`src/rtl/result_uart_tx.sv`:
```
// Result UART transmitter: buffers strobed 9-bit filter samples in a FIFO and
// sends each one as a two-byte 8N1 frame, {4'hA,3'b000,sample[8]} then sample[7:0].
module result_uart_tx #(
  parameter int CLK_FREQ   = 100000000,
  parameter int BAUD       = 115200,
  parameter int FIFO_DEPTH = 16,
  parameter int DATA_W     = 9
) (
  input  logic                          CLK100MHZ,
  input  logic                          reset,
  input  logic [DATA_W-1:0]             sample_in,
  input  logic                          sample_valid,
  output logic                          tx,
  output logic                          busy,
  output logic                          overflow,
  output logic [$clog2(FIFO_DEPTH):0]   fifo_level
);

  localparam int DIV   = CLK_FREQ / BAUD;
  localparam int CNT_W = (DIV > 1) ? $clog2(DIV) : 1;
  localparam int PTR_W = $clog2(FIFO_DEPTH);
  localparam int LVL_W = PTR_W + 1;

  localparam logic [CNT_W-1:0] CNT_LAST = CNT_W'(DIV - 1);
  localparam logic [LVL_W-1:0] LVL_FULL = LVL_W'(FIFO_DEPTH);

  typedef enum logic [1:0] {
    S_IDLE,
    S_START,
    S_DATA,
    S_STOP
  } state_t;

  state_t state, state_next;

  logic [DATA_W-1:0] mem [FIFO_DEPTH];
  logic [PTR_W-1:0]  wr_ptr, rd_ptr;
  logic [LVL_W-1:0]  level;
  logic              ovf_q;

  logic [DATA_W-1:0] sample_q;
  logic [7:0]        shift_q;
  logic [7:0]        cur_byte;
  logic [2:0]        bit_idx;
  logic              byte_sel;
  logic [CNT_W-1:0]  baud_cnt;
  logic              tx_q;

  logic push, pop, bit_done;
  logic load_byte, shift_en, set_byte1, tx_next;

  assign bit_done = (baud_cnt == CNT_LAST);
  assign cur_byte = byte_sel ? sample_q[7:0] : {4'hA, 3'b000, sample_q[8]};

  // A full FIFO still accepts a sample when the FSM pops on the same edge.
  assign push = sample_valid && ((level != LVL_FULL) || pop);

  // NOTE: every signal written here gets a default first, so no latches are inferred.
  always_comb begin
    state_next = state;
    pop        = 1'b0;
    load_byte  = 1'b0;
    shift_en   = 1'b0;
    set_byte1  = 1'b0;
    tx_next    = tx_q;
    unique case (state)
      S_IDLE: begin
        tx_next = 1'b1;
        if (level != '0) begin
          pop        = 1'b1;
          state_next = S_START;
          tx_next    = 1'b0;
        end
      end
      S_START: begin
        if (bit_done) begin
          load_byte  = 1'b1;
          state_next = S_DATA;
          tx_next    = cur_byte[0];
        end
      end
      S_DATA: begin
        if (bit_done) begin
          if (bit_idx == 3'd7) begin
            state_next = S_STOP;
            tx_next    = 1'b1;
          end else begin
            shift_en = 1'b1;
            tx_next  = shift_q[1];
          end
        end
      end
      S_STOP: begin
        if (bit_done) begin
          if (!byte_sel) begin
            set_byte1  = 1'b1;
            state_next = S_START;
            tx_next    = 1'b0;
          end else if (level != '0) begin
            pop        = 1'b1;
            state_next = S_START;
            tx_next    = 1'b0;
          end else begin
            state_next = S_IDLE;
            tx_next    = 1'b1;
          end
        end
      end
      default: state_next = S_IDLE;
    endcase
  end

  // NOTE: sequential state uses non-blocking assignments only.
  always_ff @(posedge CLK100MHZ or negedge reset) begin
    if (!reset) begin
      state    <= S_IDLE;
      tx_q     <= 1'b1;
      baud_cnt <= '0;
      bit_idx  <= '0;
      byte_sel <= 1'b0;
      sample_q <= '0;
      shift_q  <= '0;
    end else begin
      state <= state_next;
      tx_q  <= tx_next;
      // Counter restarts on every bit boundary and is held at zero while idle.
      if (state == S_IDLE || bit_done) baud_cnt <= '0;
      else                             baud_cnt <= baud_cnt + CNT_W'(1);
      if (pop) begin
        sample_q <= mem[rd_ptr];
        byte_sel <= 1'b0;
      end else if (set_byte1) begin
        byte_sel <= 1'b1;
      end
      if (load_byte) begin
        shift_q <= cur_byte;
        bit_idx <= '0;
      end else if (shift_en) begin
        shift_q <= {1'b0, shift_q[7:1]};
        bit_idx <= bit_idx + 3'd1;
      end
    end
  end

  // NOTE: the storage array is not reset; pointers and level define its valid contents.
  always_ff @(posedge CLK100MHZ) begin
    if (push) mem[wr_ptr] <= sample_in;
  end

  always_ff @(posedge CLK100MHZ or negedge reset) begin
    if (!reset) begin
      wr_ptr <= '0;
      rd_ptr <= '0;
      level  <= '0;
      ovf_q  <= 1'b0;
    end else begin
      if (push) wr_ptr <= wr_ptr + PTR_W'(1);
      if (pop)  rd_ptr <= rd_ptr + PTR_W'(1);
      unique case ({push, pop})
        2'b10:   level <= level + LVL_W'(1);
        2'b01:   level <= level - LVL_W'(1);
        default: level <= level;
      endcase
      if (sample_valid && !push) ovf_q <= 1'b1;
    end
  end

  assign tx         = tx_q;
  assign busy       = (state != S_IDLE);
  assign overflow   = ovf_q;
  assign fifo_level = level;

endmodule
```
`config.mk`:
```
export PLATFORM = sky130hd
export DESIGN_NAME = result_uart_tx
export DESIGN_NICKNAME = d
export VERILOG_FILES = /design/src/rtl/result_uart_tx.sv
export SDC_FILE = /design/constraint.sdc
export NUM_CORES = 1
export LEC_CHECK = 0
export ABC_AREA = 1
export BUFFER_PORTS_ARGS = -buffer_cell sky130_fd_sc_hd__buf_2
export CAP_MARGIN = 10
export CORE_MARGIN = 5
export CORE_UTILIZATION = 52
export CTS_BUF_LIST = sky130_fd_sc_hd__clkbuf_8
export DETAILED_ROUTE_END_ITERATION = 12
export PLACE_DENSITY = 0.68
export SETUP_SLACK_MARGIN = 0.02
export SYNTH_ARGS = -nofsm -noshare
export SYNTH_HDL_FRONTEND = slang
export SYNTH_SLANG_ARGS = --single-unit
```
`constraint.sdc`:
```
create_clock -name CLK100MHZ -period 3.77 [get_ports CLK100MHZ]
set_input_delay 0.1885 -clock CLK100MHZ [delete_from_list [all_inputs] [get_ports CLK100MHZ]]
set_output_delay 0.1885 -clock CLK100MHZ [all_outputs]
set_load 0.01 [all_outputs]
```
# Yosys cells after proc, flatten, opt, wreduce, memory -nomap -nowiden
# Memory sizes are Yosys's and may differ from the RTL's. A register that Yosys moved wholly into a read port is not among the register bits.
# Index checks and enable logic that the tools add are counted.
# Widths: inputs -> output; s select.
# word_totals
ff_bits	39
mem_bits_rw	144
input_bits	12
out_inout_bits	8
wordCells	82
mem_count	1
# mem_list
name	depth	width	read_ports	rd_ports_with_merged_regs	wr	line_no	source
mem	16	9	1	1	1	36	logic [DATA_W-1:0] mem [FIFO_DEPTH];
# classes
n_addsub	6
eq_ne	13
n_mux	38
reduce_logical	14
# ops
operator	n
$mux 8	3
$mux 1	23
$add 10x1->10 const B	1
$eq 10x10->1 const B	1
$mux 10	1
$mux 2	5
$ne 2x2->1 const B	5
$pmux 5 s2	1
$add 4x1->4 const B	2
$pmux 2 s4	1
$reduce_bool 2->1	4
$eq 2x2->1 const B	3
$mux 3	2
$add 5x1->5 const B	1
$ne 5x5->1 const B	1
$reduce_and 5->1	1
$reduce_bool 5->1	1
$sub 5x1->5 const B	1
$eq 2x1->1 const B	2
$pmux 1 s4	1
$add 3x1->3 const B	1
$eq 3x3->1 const B	1
$reduce_and 3->1	1
$logic_and 1x1->1	2
4 further kinds	6

# Logic depth before layout (Yosys ltp)
# depth
ltp_word	9
ltp_mapped	19

# Worst setup path before layout
# OpenSTA, ideal clock, no wires.
# synth_timing
path_kind	register to register
startpoint	register state[0]
endpoint	register level[4] (netlist: fifo_level[4])
setup_ns	0.113
arrival_time_ns	2.352
required_ns	3.657
slack_ns	1.305
path_stages_with_launch	19
n_path_buf	1
synth_period_minus_slack_ns	2.465
path_cell_list	dfrtp_1 inv_1 ha_1 inv_2 nand2_1 nand2_1 nor2_1 nand2_4 buf_6 nor2_1 ha_1 nand2_1 nand2_1 a21oi_1 nand2_1 nand2_1 nand3_1 nand2_1 inv_1
# synth_between
elab_chain_len	6
elab_cells_between_ends	9
cone_classes	eq/ne (3); mux (2); reduce/logical (4)
# synth_rtl
item	line_no	source
from (decl)	34	state_t state, state_next;
from (signal assigned)	124	state <= state_next;
$eq 2x2->1 or $logic_not 2->1 (tied branches)	66	unique case (state)
$pmux 1 s2 *	66	
$logic_or 1x1->1	56	assign push = sample_valid && ((level != LVL_FULL) || pop);
$logic_and 1x1->1	56	
$eq 2x1->1 or $eq 2x2->1 (tied branches)	159	unique case ({push, pop})
$pmux 5 s2 or $reduce_bool 2->1 (tied branches)	n/a	
to (signal assigned)	160	2'b10: level <= level + LVL_W'(1);
to (signal assigned)	161	2'b01: level <= level - LVL_W'(1);
to (signal assigned)	162	default: level <= level;
to (decl)	38	logic [LVL_W-1:0] level;
# Every way passes the cells marked *; elsewhere a longest branch is shown, timed or not.
# A chain may end at the register's enable or synchronous reset.

# Worst setup path in the final report
# layout_timing
startpoint	register state[0]
endpoint	memory mem[9][0] (enable)
# layout_between
elab_chain_len	6
elab_cells_between_ends	7
cone_classes	eq/ne (1); mux (3); reduce/logical (3)
# layout_rtl
item	line_no	source
$eq 2x2->1 or $logic_not 2->1 (tied branches)	66	
$pmux 1 s2 *	66	
$logic_or 1x1->1 *	56	
$logic_and 1x1->1 *	56	
$mux 1 *	147	if (push) mem[wr_ptr] <= sample_in;
$mux 1 (implied by the code) *	147	
to (decl)	36	
# Marks and branches as above.

==> results.yml <==
synthesis:
  postSynthAreaPerCell_um2: 11.4
  syn_area_mm2: 0.00813
  yosysWarnings: 0
  synth_nets: 739
  ys_types: 40
  synth_cells: 711
  ys_seq_area_share_pct: 67.7
  synth_seq_cells: 191
min_path:
  hold_class: "in -> reg"
placement:
  place_congestion: 0.855
  placed_cells_incl_taps: 912
  dp_hpwl_um: 11600
  port_buffers: 19
setup_path:
  cp_num_cells: 12
  crit_path_start_kind: "flip-flop"
  end_kind: "flip-flop"
  crit_end: "mem[9][0]"
  worstPathMaxFanout: 12
  required_ps: 3860
  crit_family: "simple AND/OR/NAND/NOR gates"
  reg2reg_slack_ps: 1000
  regToRegEndpoint: "mem[9][0]"
  path_buf_inv: 3
  arrival_ps: 2860
  crit_start: "state[0]"
  cpMaxStageDelayCell: "nor2_1"
  reg2reg_depth: 12
  r2r_start: "state[0]"
  path_cells: "inv_1 > ha_1 > inv_2 > nand2_1 > nand2_1 > nor2_1 > nand2_4 > nand3_2 > nand2_2 > inv_4 > nand2_2 > nor2_1"
  cpPeakStageDelay_ps: 610
  crit_type: "reg -> reg"
die:
  die_h_um: 135
  core_area_mm2: 0.0153
  io_pins: 20
  start_util_pct: 53.3
  fp.dieW_um: 135
  rows: 45
  dieArea_mm2: 0.0182
drt:
  avgViaCountPerCell: 5.61
  via_count: 5287
  drt_first_iter_violations: 452
  wire_per_inst_um: 18.9
  dr.pass1.iters: 5
  drt_wl_total_um: 17900
  ant_nets: 0
  drc: 0
timing:
  fin_crit_ps: 2770
  fin_crit_sh_pct: 73.5
  setup_viol: 0
  rsz0062_at_grt: "no"
  fin_skew_ps: 15.6
  slew_viol_final: 0
  slew_headroom_pct: 24.7
  worst_slew_pin_slew_ps: 1130
  maxClockFrequency_mhz: 361
  tns_ps: 0
  hold_violations: 0
  hold_ws_ps: 87.6
grt:
  antenna_found_initial: 0
  grt_util_all_layers_pct: 20.5
  grt_pass1_vias: 5198
  grt_max_degree: 75
  grt_pass1_wl_um: 28400
  gr-total-overflow: 0
finish:
  regArea_mm2: 0.00550
  area_growth_pct: 7.71
  multi_input_area_mm2: 0.00233
  diodes: 0
  nets: 749
  layout_commonest_cell: "nor2_1"
  nFillCells: 1259
  final_cells: 943
  layout_common_cells: "146 x nor2_1, 144 x edfxtp_1, 87 x o21ai_0, 78 x nand2_1, 44 x dfrtp_1"
  fin_util_pct: 57.4
  layout-drive-gt1-share_pct: 10.2
clock_network:
  cts.sinks: 191
  clockBufferDepth: 2
  cts_tree: "done"
  hold_buffers: 1
  cts_resized: 0
  clk_pin_slew_ps: 90
  cts_setup_buffers: 0
  htree_levels: 4
  cts_buffers: 17
  cts_root_buf: "clkbuf_8"
  clock_latency_ps: 470
run:
  cap_violations: 0
power_and_ir_drop:
  p_leak_nw: 3.16
  irDropWorstVdd_uv: 273
  p_per_area_mw_per_mm2: 502
run_status:
  outcome: "finished, final reports clean"
registers in the layout, indices dropped and copies added, names as in the netlist, 2 cells and up:
register / cells
baud_cnt: 10
bit_idx: 3
fifo_level: 5
mem: 144
rd_ptr: 4
sample_q: 9
shift_q: 7
state: 2
wr_ptr: 4
worst reg2reg max path: cells and delay by family (launching register included):
family	cells	cell delay, ps
buffers and inverters	3	320
adders and majority gates	1	220
DFF	1	420
and+or+nand+nor	8	1440
final cells by class:
| type | instances | area share, % |
|---|---|---|
| flip-flops and latches | 191 | 62.8 |
| multi-input cells | 448 | 26.6 |
| well taps | 211 | 3.01 |
| clock buffers | 17 | 2.67 |
| inverters | 41 | 1.79 |
| clock inverters | 13 | 1.76 |
| repair buffers | 22 | 1.37 |
worst min-delay path by stage:
stage,slack [ps],startpoint,depth (start not counted),to
2_1_floorplan,-110,reset,0,baud_cnt[0]
3_3_place_gp,420,reset,1,fifo_level[3]
3_5_place_dp,430,reset,1,fifo_level[3]
4_1_cts,60,sample_valid,3,overflow
5_1_grt,100,sample_valid,3,overflow
6_report,90,sample_valid,3,overflow
report_power, final:
| group | total [mW] | internal, mW | switching (mW) | leakage [nW] |
|---|---|---|---|---|
| logic | 0.509 | 0.147 | 0.362 | 1.08 |
| clock network | 1.34 | 0.599 | 0.736 | 0.191 |
| registers | 2.55 | 2.46 | 0.0928 | 1.89 |
stage by stage:
stage / setup WS, ps / instance area (um2) / total power, mW
after CTS: 993 / 8760 / 4.41
after floorplan: 1300 / 8130 / 2.89
after global routing: 757 / 8760 / 4.57
after detailed placement: 1010 / 8360 / 3.10
final: 999 / 8760 / 4.39
after global placement: 1160 / 8360 / 3.08
routing by layer:
layer | GRT usage, % | wire (um) | vias to the layer above
met5 | 0 | 0 | -
met4 | 5.38 | 159 | 0
met3 | 3.46 | 1200 | 15
met2 | 32.3 | 8370 | 183
met1 | 30.0 | 8140 | 2588
li1 | - | - | 2501
cells by family (layout without fill, tap and decap cells):
family,after synthesis,count (layout),synth area share [%]
AND/OR/NAND/NOR,273,273,14.2
flip-flops,191,191,67.7
AO/OA/AOI/OAI,152,152,11.1
buffers and inverters,72,93,3.74
adder cells (fa/ha/maj),16,16,2.55
XOR/XNOR,7,7,0.754
Yosys cell counts (all sizes together):
library cell	n	share of area (%)
nor2	151	7.2
edfxtp	144	53
o21ai	95	6.0
nand2	85	4.3
dfrtp	46	14
inv	40	1.9
o211ai	37	3.4
nand3	29	2.2
buf	18	1.2
ha	15	2.3
clkbuf	13	0.60
a21oi	8	0.49
xor2	6	0.65
o221ai	4	0.43
nor3	3	0.18
nor3b	3	0.28
a31oi	2	0.15
a32o	2	0.25
and3	1	0.077
clkinv	1	0.046
dfstp	1	0.32
fa	1	0.25
o21a	1	0.092
o21bai	1	0.092
o22ai	1	0.077
o31ai	1	0.092
or2	1	0.077
xnor2	1	0.11
(Power assumes the default switching activity.)
